===== config.mk =====
export PLATFORM = sky130hd
export DESIGN_NAME = alu_mul_seq_flat
export DESIGN_NICKNAME = d
export VERILOG_FILES = /design/src/rtl/alu_mul_seq_if.sv /design/src/rtl/alu_mul_seq.sv /design/src/flat_wrapper.sv
export SDC_FILE = /design/constraint.sdc
export NUM_CORES = 1
export LEC_CHECK = 0
export CAP_MARGIN = 20
export CORE_MARGIN = 4
export CORE_UTILIZATION = 40
export DETAILED_ROUTE_END_ITERATION = 8
export GPL_TIMING_DRIVEN = 0
export MAX_ROUTING_LAYER = met4
export PLACE_DENSITY = 0.71
export SYNTH_ARGS = -nofsm -noshare
export SYNTH_HDL_FRONTEND = slang
export SYNTH_SLANG_ARGS = --single-unit

===== constraint.sdc =====
create_clock -name clk -period 7.2 [get_ports clk]
set_clock_uncertainty 0.2 [all_clocks]
set_input_delay 1.08 -clock clk [delete_from_list [all_inputs] [get_ports clk]]
set_output_delay 1.08 -clock clk [all_outputs]
set_load 0.005 [all_outputs]

===== src/rtl/alu_mul_seq_if.sv =====
// alu_mul_seq_if: multiply request/result handshake plus shared-ALU borrow bus
// start/op_a/op_b   : request and 16-bit unsigned operands
// busy/done         : activity flag and one-cycle completion pulse
// result/ovf        : low 16 product bits and product >= 2^16 flag
// alu_req/alu_op1/alu_op2/alu_cmd : block drives the shared ALU while alu_req=1
// alu_res/alu_ovf   : combinational ALU result and adder carry-out
interface alu_mul_seq_if;
  logic        start;
  logic [15:0] op_a;
  logic [15:0] op_b;
  logic        busy;
  logic        done;
  logic [15:0] result;
  logic        ovf;
  logic        alu_req;
  logic [15:0] alu_op1;
  logic [15:0] alu_op2;
  logic [2:0]  alu_cmd;
  logic [15:0] alu_res;
  logic        alu_ovf;
  modport master (
    output start, op_a, op_b, alu_res, alu_ovf,
    input  busy, done, result, ovf, alu_req, alu_op1, alu_op2, alu_cmd
  );
  modport slave (
    input  start, op_a, op_b, alu_res, alu_ovf,
    output busy, done, result, ovf, alu_req, alu_op1, alu_op2, alu_cmd
  );
endinterface


===== src/rtl/alu_mul_seq.sv =====
// alu_mul_seq: shift-add 16x16 multiplier that borrows a shared ALU for adds and shifts
// clk/rst : clock and asynchronous active-high reset
// bus     : alu_mul_seq_if.slave (request, result and shared-ALU signals)
module alu_mul_seq (
  input logic clk,
  input logic rst,
  alu_mul_seq_if.slave bus
);
  typedef enum logic [2:0] {IDLE, EVAL, ADD, SHIFT, DONE} state_t;
  state_t      r_state, w_next;
  logic [15:0] r_mcand, r_mplier, r_acc, r_result;
  logic        r_ovf_s, r_ovf;
  assign bus.busy   = r_state != IDLE;
  assign bus.done   = r_state == DONE;
  assign bus.result = r_result;
  assign bus.ovf    = r_ovf;
  always_comb begin
    w_next      = r_state;
    bus.alu_req = 1'b0;
    bus.alu_op1 = 16'd0;
    bus.alu_op2 = 16'd0;
    bus.alu_cmd = 3'b000;
    case (r_state)
      IDLE:  w_next = bus.start ? EVAL : IDLE;
      EVAL:  w_next = r_mplier == 16'd0 ? DONE : r_mplier[0] ? ADD : SHIFT;
      ADD: begin
        bus.alu_req = 1'b1;
        bus.alu_op1 = r_acc;
        bus.alu_op2 = r_mcand;
        w_next      = SHIFT;
      end
      SHIFT: begin
        bus.alu_req = 1'b1;
        bus.alu_op1 = r_mcand;
        bus.alu_op2 = 16'd1;
        bus.alu_cmd = 3'b010;
        w_next      = EVAL;
      end
      DONE:    w_next = IDLE;
      default: w_next = IDLE;
    endcase
  end
  always_ff @(posedge clk or posedge rst) begin
    if (rst) begin
      r_state  <= IDLE;
      r_mcand  <= 16'd0;
      r_mplier <= 16'd0;
      r_acc    <= 16'd0;
      r_ovf_s  <= 1'b0;
      r_result <= 16'd0;
      r_ovf    <= 1'b0;
    end else begin
      r_state <= w_next;
      case (r_state)
        IDLE: if (bus.start) begin
          r_mcand  <= bus.op_a;
          r_mplier <= bus.op_b;
          r_acc    <= 16'd0;
          r_ovf_s  <= 1'b0;
        end
        ADD: begin
          r_acc   <= bus.alu_res;
          r_ovf_s <= r_ovf_s | bus.alu_ovf;
        end
        SHIFT: begin
          r_mcand  <= bus.alu_res;
          r_mplier <= r_mplier >> 1;
          // a set bit leaving mcand only matters if a later multiplier bit would add it
          if (r_mcand[15] && |r_mplier[15:1]) r_ovf_s <= 1'b1;
        end
        DONE: begin
          r_result <= r_acc;
          r_ovf    <= r_ovf_s;
        end
        default: ;
      endcase
    end
  end
endmodule


===== src/flat_wrapper.sv =====
// flat-port wrapper written by rule: the top's interface ports become plain ports
module alu_mul_seq_flat 
  (clk, rst, bus_start, bus_op_a, bus_op_b, bus_alu_res, bus_alu_ovf, bus_busy, bus_done, bus_result, bus_ovf, bus_alu_req, bus_alu_op1, bus_alu_op2, bus_alu_cmd);
  alu_mul_seq_if bus_i ();
  input logic clk;
  input logic rst;
  input wire logic [$bits(bus_i.start)-1:0] bus_start;
  input wire logic [$bits(bus_i.op_a)-1:0] bus_op_a;
  input wire logic [$bits(bus_i.op_b)-1:0] bus_op_b;
  input wire logic [$bits(bus_i.alu_res)-1:0] bus_alu_res;
  input wire logic [$bits(bus_i.alu_ovf)-1:0] bus_alu_ovf;
  output wire logic [$bits(bus_i.busy)-1:0] bus_busy;
  output wire logic [$bits(bus_i.done)-1:0] bus_done;
  output wire logic [$bits(bus_i.result)-1:0] bus_result;
  output wire logic [$bits(bus_i.ovf)-1:0] bus_ovf;
  output wire logic [$bits(bus_i.alu_req)-1:0] bus_alu_req;
  output wire logic [$bits(bus_i.alu_op1)-1:0] bus_alu_op1;
  output wire logic [$bits(bus_i.alu_op2)-1:0] bus_alu_op2;
  output wire logic [$bits(bus_i.alu_cmd)-1:0] bus_alu_cmd;
  assign bus_i.start = bus_start;
  assign bus_i.op_a = bus_op_a;
  assign bus_i.op_b = bus_op_b;
  assign bus_i.alu_res = bus_alu_res;
  assign bus_i.alu_ovf = bus_alu_ovf;
  assign bus_busy = bus_i.busy;
  assign bus_done = bus_i.done;
  assign bus_result = bus_i.result;
  assign bus_ovf = bus_i.ovf;
  assign bus_alu_req = bus_i.alu_req;
  assign bus_alu_op1 = bus_i.alu_op1;
  assign bus_alu_op2 = bus_i.alu_op2;
  assign bus_alu_cmd = bus_i.alu_cmd;
  alu_mul_seq u_core (.clk(clk), .rst(rst), .bus(bus_i));
endmodule

# Word level (Yosys, flattened, before mapping)
# Index checks and enable logic that the tools add are counted.
[op_classes]
mux = 17
n_eq_ne = 6
n_reduce_logical = 12
bitwise_logic = 1
[op_table]
columns = ["operator", "n"]
rows = [
  ["one-hot mux 16 bit (2 select lines)", 5],
  ["two-way mux 16 bit", 3],
  ["zero test 16 bit", 1],
  ["OR reduction 15 bit", 1],
  ["one-hot mux 3 bit (4 select lines)", 1],
  ["equality test 3 x 2 -> 1 bit, second input constant", 2],
  ["nonzero test 3 bit", 2],
  ["two-way mux 1 bit", 5],
  ["AND reduction 2 bit", 2],
  ["nonzero test 2 bit", 2],
  ["equality test 3 x 1 -> 1 bit, second input constant", 1],
  ["equality test 3 bit, second input constant", 1],
  ["zero test 3 bit", 1],
  ["two-way mux 3 bit", 1],
  ["one-hot mux 1 bit (3 select lines)", 1],
  ["AND reduction 3 bit", 1],
  ["two-way mux 2 bit", 1],
  ["inequality test 2 x 1 -> 1 bit, second input constant", 1],
  ["inequality test 2 bit, second input constant", 1],
  ["OR reduction 2 bit", 1],
  ["logical AND 1 bit", 1],
  ["OR 1 bit", 1],
]
[totals]
out_inout_bits = 55
in_bits = 52
wordCells = 43
reg_bits = 69

# Logic depth before layout (Yosys ltp)
[depth]
ltp_word = 4
depth_mapped = 7
ltp_nobuf = 3

# Worst setup path before layout
# OpenSTA, ideal clock, no wires.
[synth_path]
kind = "flip-flop to output port"
start = "register u_core.r_state[2]"
end = "output bus_alu_op1[0]"
n_path_buf = 3
setup_slack_ns = 4.550
t_arrival_ns = 1.370
path_stages_with_launch = 6
t_required_ns = 5.920
path_cell_list = "dfrtp_1 > clkbuf_1 > nand2b_1 > clkbuf_1 > clkbuf_1 > nor2_1"
[synth_between]
elab_chain_cells = 2
word_cells_on_any_way = 3
classes_between = "eq/ne (2); mux (1)"
[synth_lines]
columns = ["element", "line_no", "rtl"]
rows = [
  ["start: declaration", "alu_mul_seq.sv:10", "state_t r_state, w_next;"],
  ["start signal: assignment", "alu_mul_seq.sv:53", "r_state <= w_next;"],
  ["equality test 3 x 2 -> 1 bit", "alu_mul_seq.sv:23", "case (r_state)"],
  ["one-hot mux 16 bit (2 select lines) (*)", "alu_mul_seq.sv:23", ""],
  ["end: declaration", "flat_wrapper.sv:17", "output wire logic [$bits(bus_i.alu_op1)-1:0] bus_alu_op1;"],
]
# Every way passes the cells marked *; elsewhere a longest branch is shown, timed or not.

# Worst setup path in the final report
# Ends and elaborated chain as after synthesis.

==> impl_metrics.yaml <==
outcome:
  status: "finished clean"
power:
  clkPwrFrac_pct: 19.4
  cellLeakagePower_nw: 2.13
  total_power_mw: 1.83
  power_density_mw_per_mm2: 392
  p_int_mw: 1.16
  power_frac_comb_pct: 46.5
  p_sw_mw: 0.674
  p_seq_share_pct: 34.1
  irDropWorstVdd_uv: 186
  switching_share_pct: 36.8
floorplan:
  row_count: 32
  fp.coreArea_mm2: 0.00785
  io-pin-count: 107
  dieArea_mm2: 0.00970
  start_util_pct: 41.7
  die_h_um: 98.5
  die_x_um: 98.5
critical_path:
  crit_fanout: 10
  worst_path_largest_cell_delay_ps: 470
  crit_path_frequent_cell: "clkbuf_1"
  crit_chain: "clkbuf_1 > nand2b_1 > clkbuf_1 > clkbuf_1 > nor2_1 > clkdlybuf4s50_1"
  path_buf_inv: 4
  cp_top_family: "buffers and inverters"
  critPathLaunchType: "flop"
  cp_slowest_cell: "clkdlybuf4s50_1"
  cp-end-kind: "output pin"
  reg2reg_slack_ps: 4940
  critPathKind: "flop to output pin"
  required_ps: 5920
  worstPathArrival_ps: 2630
synth:
  synthTopCellsByArea: "dfrtp_1 (53%), mux2_2 (5.8%), mux2i_1 (4.9%)"
  yosysWarnings: 0
  synth.distinct_cells: 36
  synthesis.instances: 320
  synth.avg_cell_area_um2: 10.2
  yosysSeqAreaShare_pct: 52.7
  synth_largest_area_cell: "dfrtp_1"
  yosysTopAreaCellShare_pct: 52.7
  synth.cell_area_mm2: 0.00327
  ys_seq_elements: 69
route:
  vias_per_cell: 5.15
  wl_per_cell_um: 17.1
  ant_nets: 0
  dr_total_vias: 2796
  drt_iter0_drc: 144
  drt_wl_total_um: 9280
  dr.pass1.iters: 4
  route.detailed.drc: 0
clock_network:
  cts_resized: 0
  cts.sinks: 69
  clkTransAtPathRegs_ps: 80
  insertion_delay_ps: 340
  cts_tree: "built"
  cts_buffers: 9
  post_cts_buffers: 0
  clockBufferDepth: 2
  htreeDepth: 3
  ctsHoldBuffers: 0
  cts-root-buf: "clkbuf_8"
grt:
  grt_max_degree: 70
  grt_pass1_vias: 2844
  grt_pass1_wl_um: 14700
  grt_overflow: 0
  antenna_found_initial: 0
  grt_use_total_pct: 19.9
sta:
  hold_violations: 0
  slew_headroom_pct: 43.3
  period_share_pct: 54.3
  max_freq_ghz: 0.256
  slew_violations: 0
  report.final.setup_viol: 0
  fin_tns_setup_ps: 0
  finalCriticalPeriod_ps: 3910
  worstMarginPinSlew_ps: 851
  rsz0062_at_grt: "no"
placed_design:
  gp_congestion: 0.809
  portBuffers: 104
  dp_hpwl_um: 6800
cells_and_area:
  antenna_cells: 0
  drive_gt1_share_pct: 12.5
  finish.utilization_pct: 59.6
  nets: 488
  fill_cells: 695
  syn2layout_area_growth_pct: 42.7
job:
  cap_violations: 0
min_path:
  min_path_type: "flop to flop"
==> per-stage QoR <==
step,hold WS (ps),instance area [um^2],setup slack [ps],cells
4_1_cts,312,4670,3280,543
3_5_place_dp,296,4450,3660,527
5_1_grt,334,4670,3060,543
3_3_place_gp,290,4450,2960,527
6_report,308,4670,3290,543
2_1_floorplan,282,3280,4180,321
==> worst paths after layout <==
path	to	depth (start not counted)	start
setup / recovery	bus_alu_op1[0]	6	u_core.r_state[2]
hold / removal	u_core.bus.result[13]	1	u_core.bus.result[13]
setup reg to reg	u_core.r_mcand[8]	5	u_core.r_state[2]
hold reg to reg	u_core.bus.result[13]	1	u_core.bus.result[13]
max in group asynchronous	u_core.r_ovf_s	2	rst
min in group asynchronous	u_core.r_acc[2]	2	rst
==> routing by layer <==
metal  wire, um  track usage, %  vias up  share of wire, %
met5          0               -        -                 0
met3        520            3.18       10               5.6
met4        115            6.62        0               1.2
met2       4620            32.0       94                50
li1           -               -     1342                 -
met1       4030            25.8     1350                43
==> placed cells by master, fill, tap and decap left out, types with 4 or more instances in the layout <==
cell / count
clkbuf_1: 15
dfrtp_1: 69
inv_1: 19
and2_1: 14
a21oi_2: 10
a31oi_1: 15
mux2_2: 17
buf_2: 4
o22ai_1: 16
clkdlybuf4s50_1: 104
nor2_1: 37
clkbuf_8: 10
a21oi_1: 7
nand2_1: 30
mux2i_1: 16
a22o_1: 17
==> worst register-to-register path, delay by kind of cell (launching register included) <==
family | cells | cell delay [ps]
simple gates | 2 | 800
buf+inv | 2 | 630
flops | 1 | 360
compound gates | 1 | 190
==> cell families after synthesis <==
| family | synth area share, % |
|---|---|
| DFF | 52.7 |
| buffers and inverters | 6.46 |
| muxes | 10.7 |
| xor gates and xnor gates | 0.268 |
| AOI/OAI and AO/OA | 16.0 |
| and+or+nand+nor | 13.7 |
| other | 0.115 |
==> flip-flops by register name, indices dropped and copies added, names as in the netlist <==
name and flops:
u_core.bus.ovf 1, u_core.bus.result 16, u_core.r_acc 16, u_core.r_mcand 16, u_core.r_mplier 16, u_core.r_ovf_s 1, u_core.r_state 3
==> synthesized netlist by cell type (all sizes together) <==
cell type  instances
mux2i             16
a21o               2
nand2             30
dfrtp             69
nor4b              1
nor3               3
o21a               1
a221o              1
o21ai              2
and2              15
nor4               3
nor3b              2
nand2b             1
inv               20
nor2              37
xnor2              1
or3                1
o22ai             16
buf               12
a21boi             1
or4b               1
a31oi             15
clkbuf            15
a22o              17
conb               1
o2bb2ai            1
nand4              1
a21oi             17
mux2              17
nand3b             1
==> area by class of cell <==
| type | instances | area [um^2] | area share, % |
|---|---|---|---|
| Timing Repair Buffer | 104 | 1040 | 22.3 |
| Sequential cell | 69 | 1730 | 36.9 |
| Inverter | 20 | 77.6 | 1.66 |
| Clock buffer | 10 | 138 | 2.95 |
| Multi-Input combinational cell | 205 | 1340 | 28.7 |
| Buffer | 27 | 136 | 2.92 |
| Tap cell | 102 | 128 | 2.73 |
| Clock inverter | 6 | 86.3 | 1.85 |
==> power by group through the flow <==
stage / clock (mW) / sequential (mW) / combinational (mW)
finish: 0.355 / 0.625 / 0.851
global placement: 0 / 0.623 / 0.837
CTS: 0.360 / 0.622 / 0.859
detailed placement: 0 / 0.631 / 0.854
global route: 0.378 / 0.640 / 0.937
floorplan: 0 / 0.598 / 0.517
(Power assumes the default switching activity.)
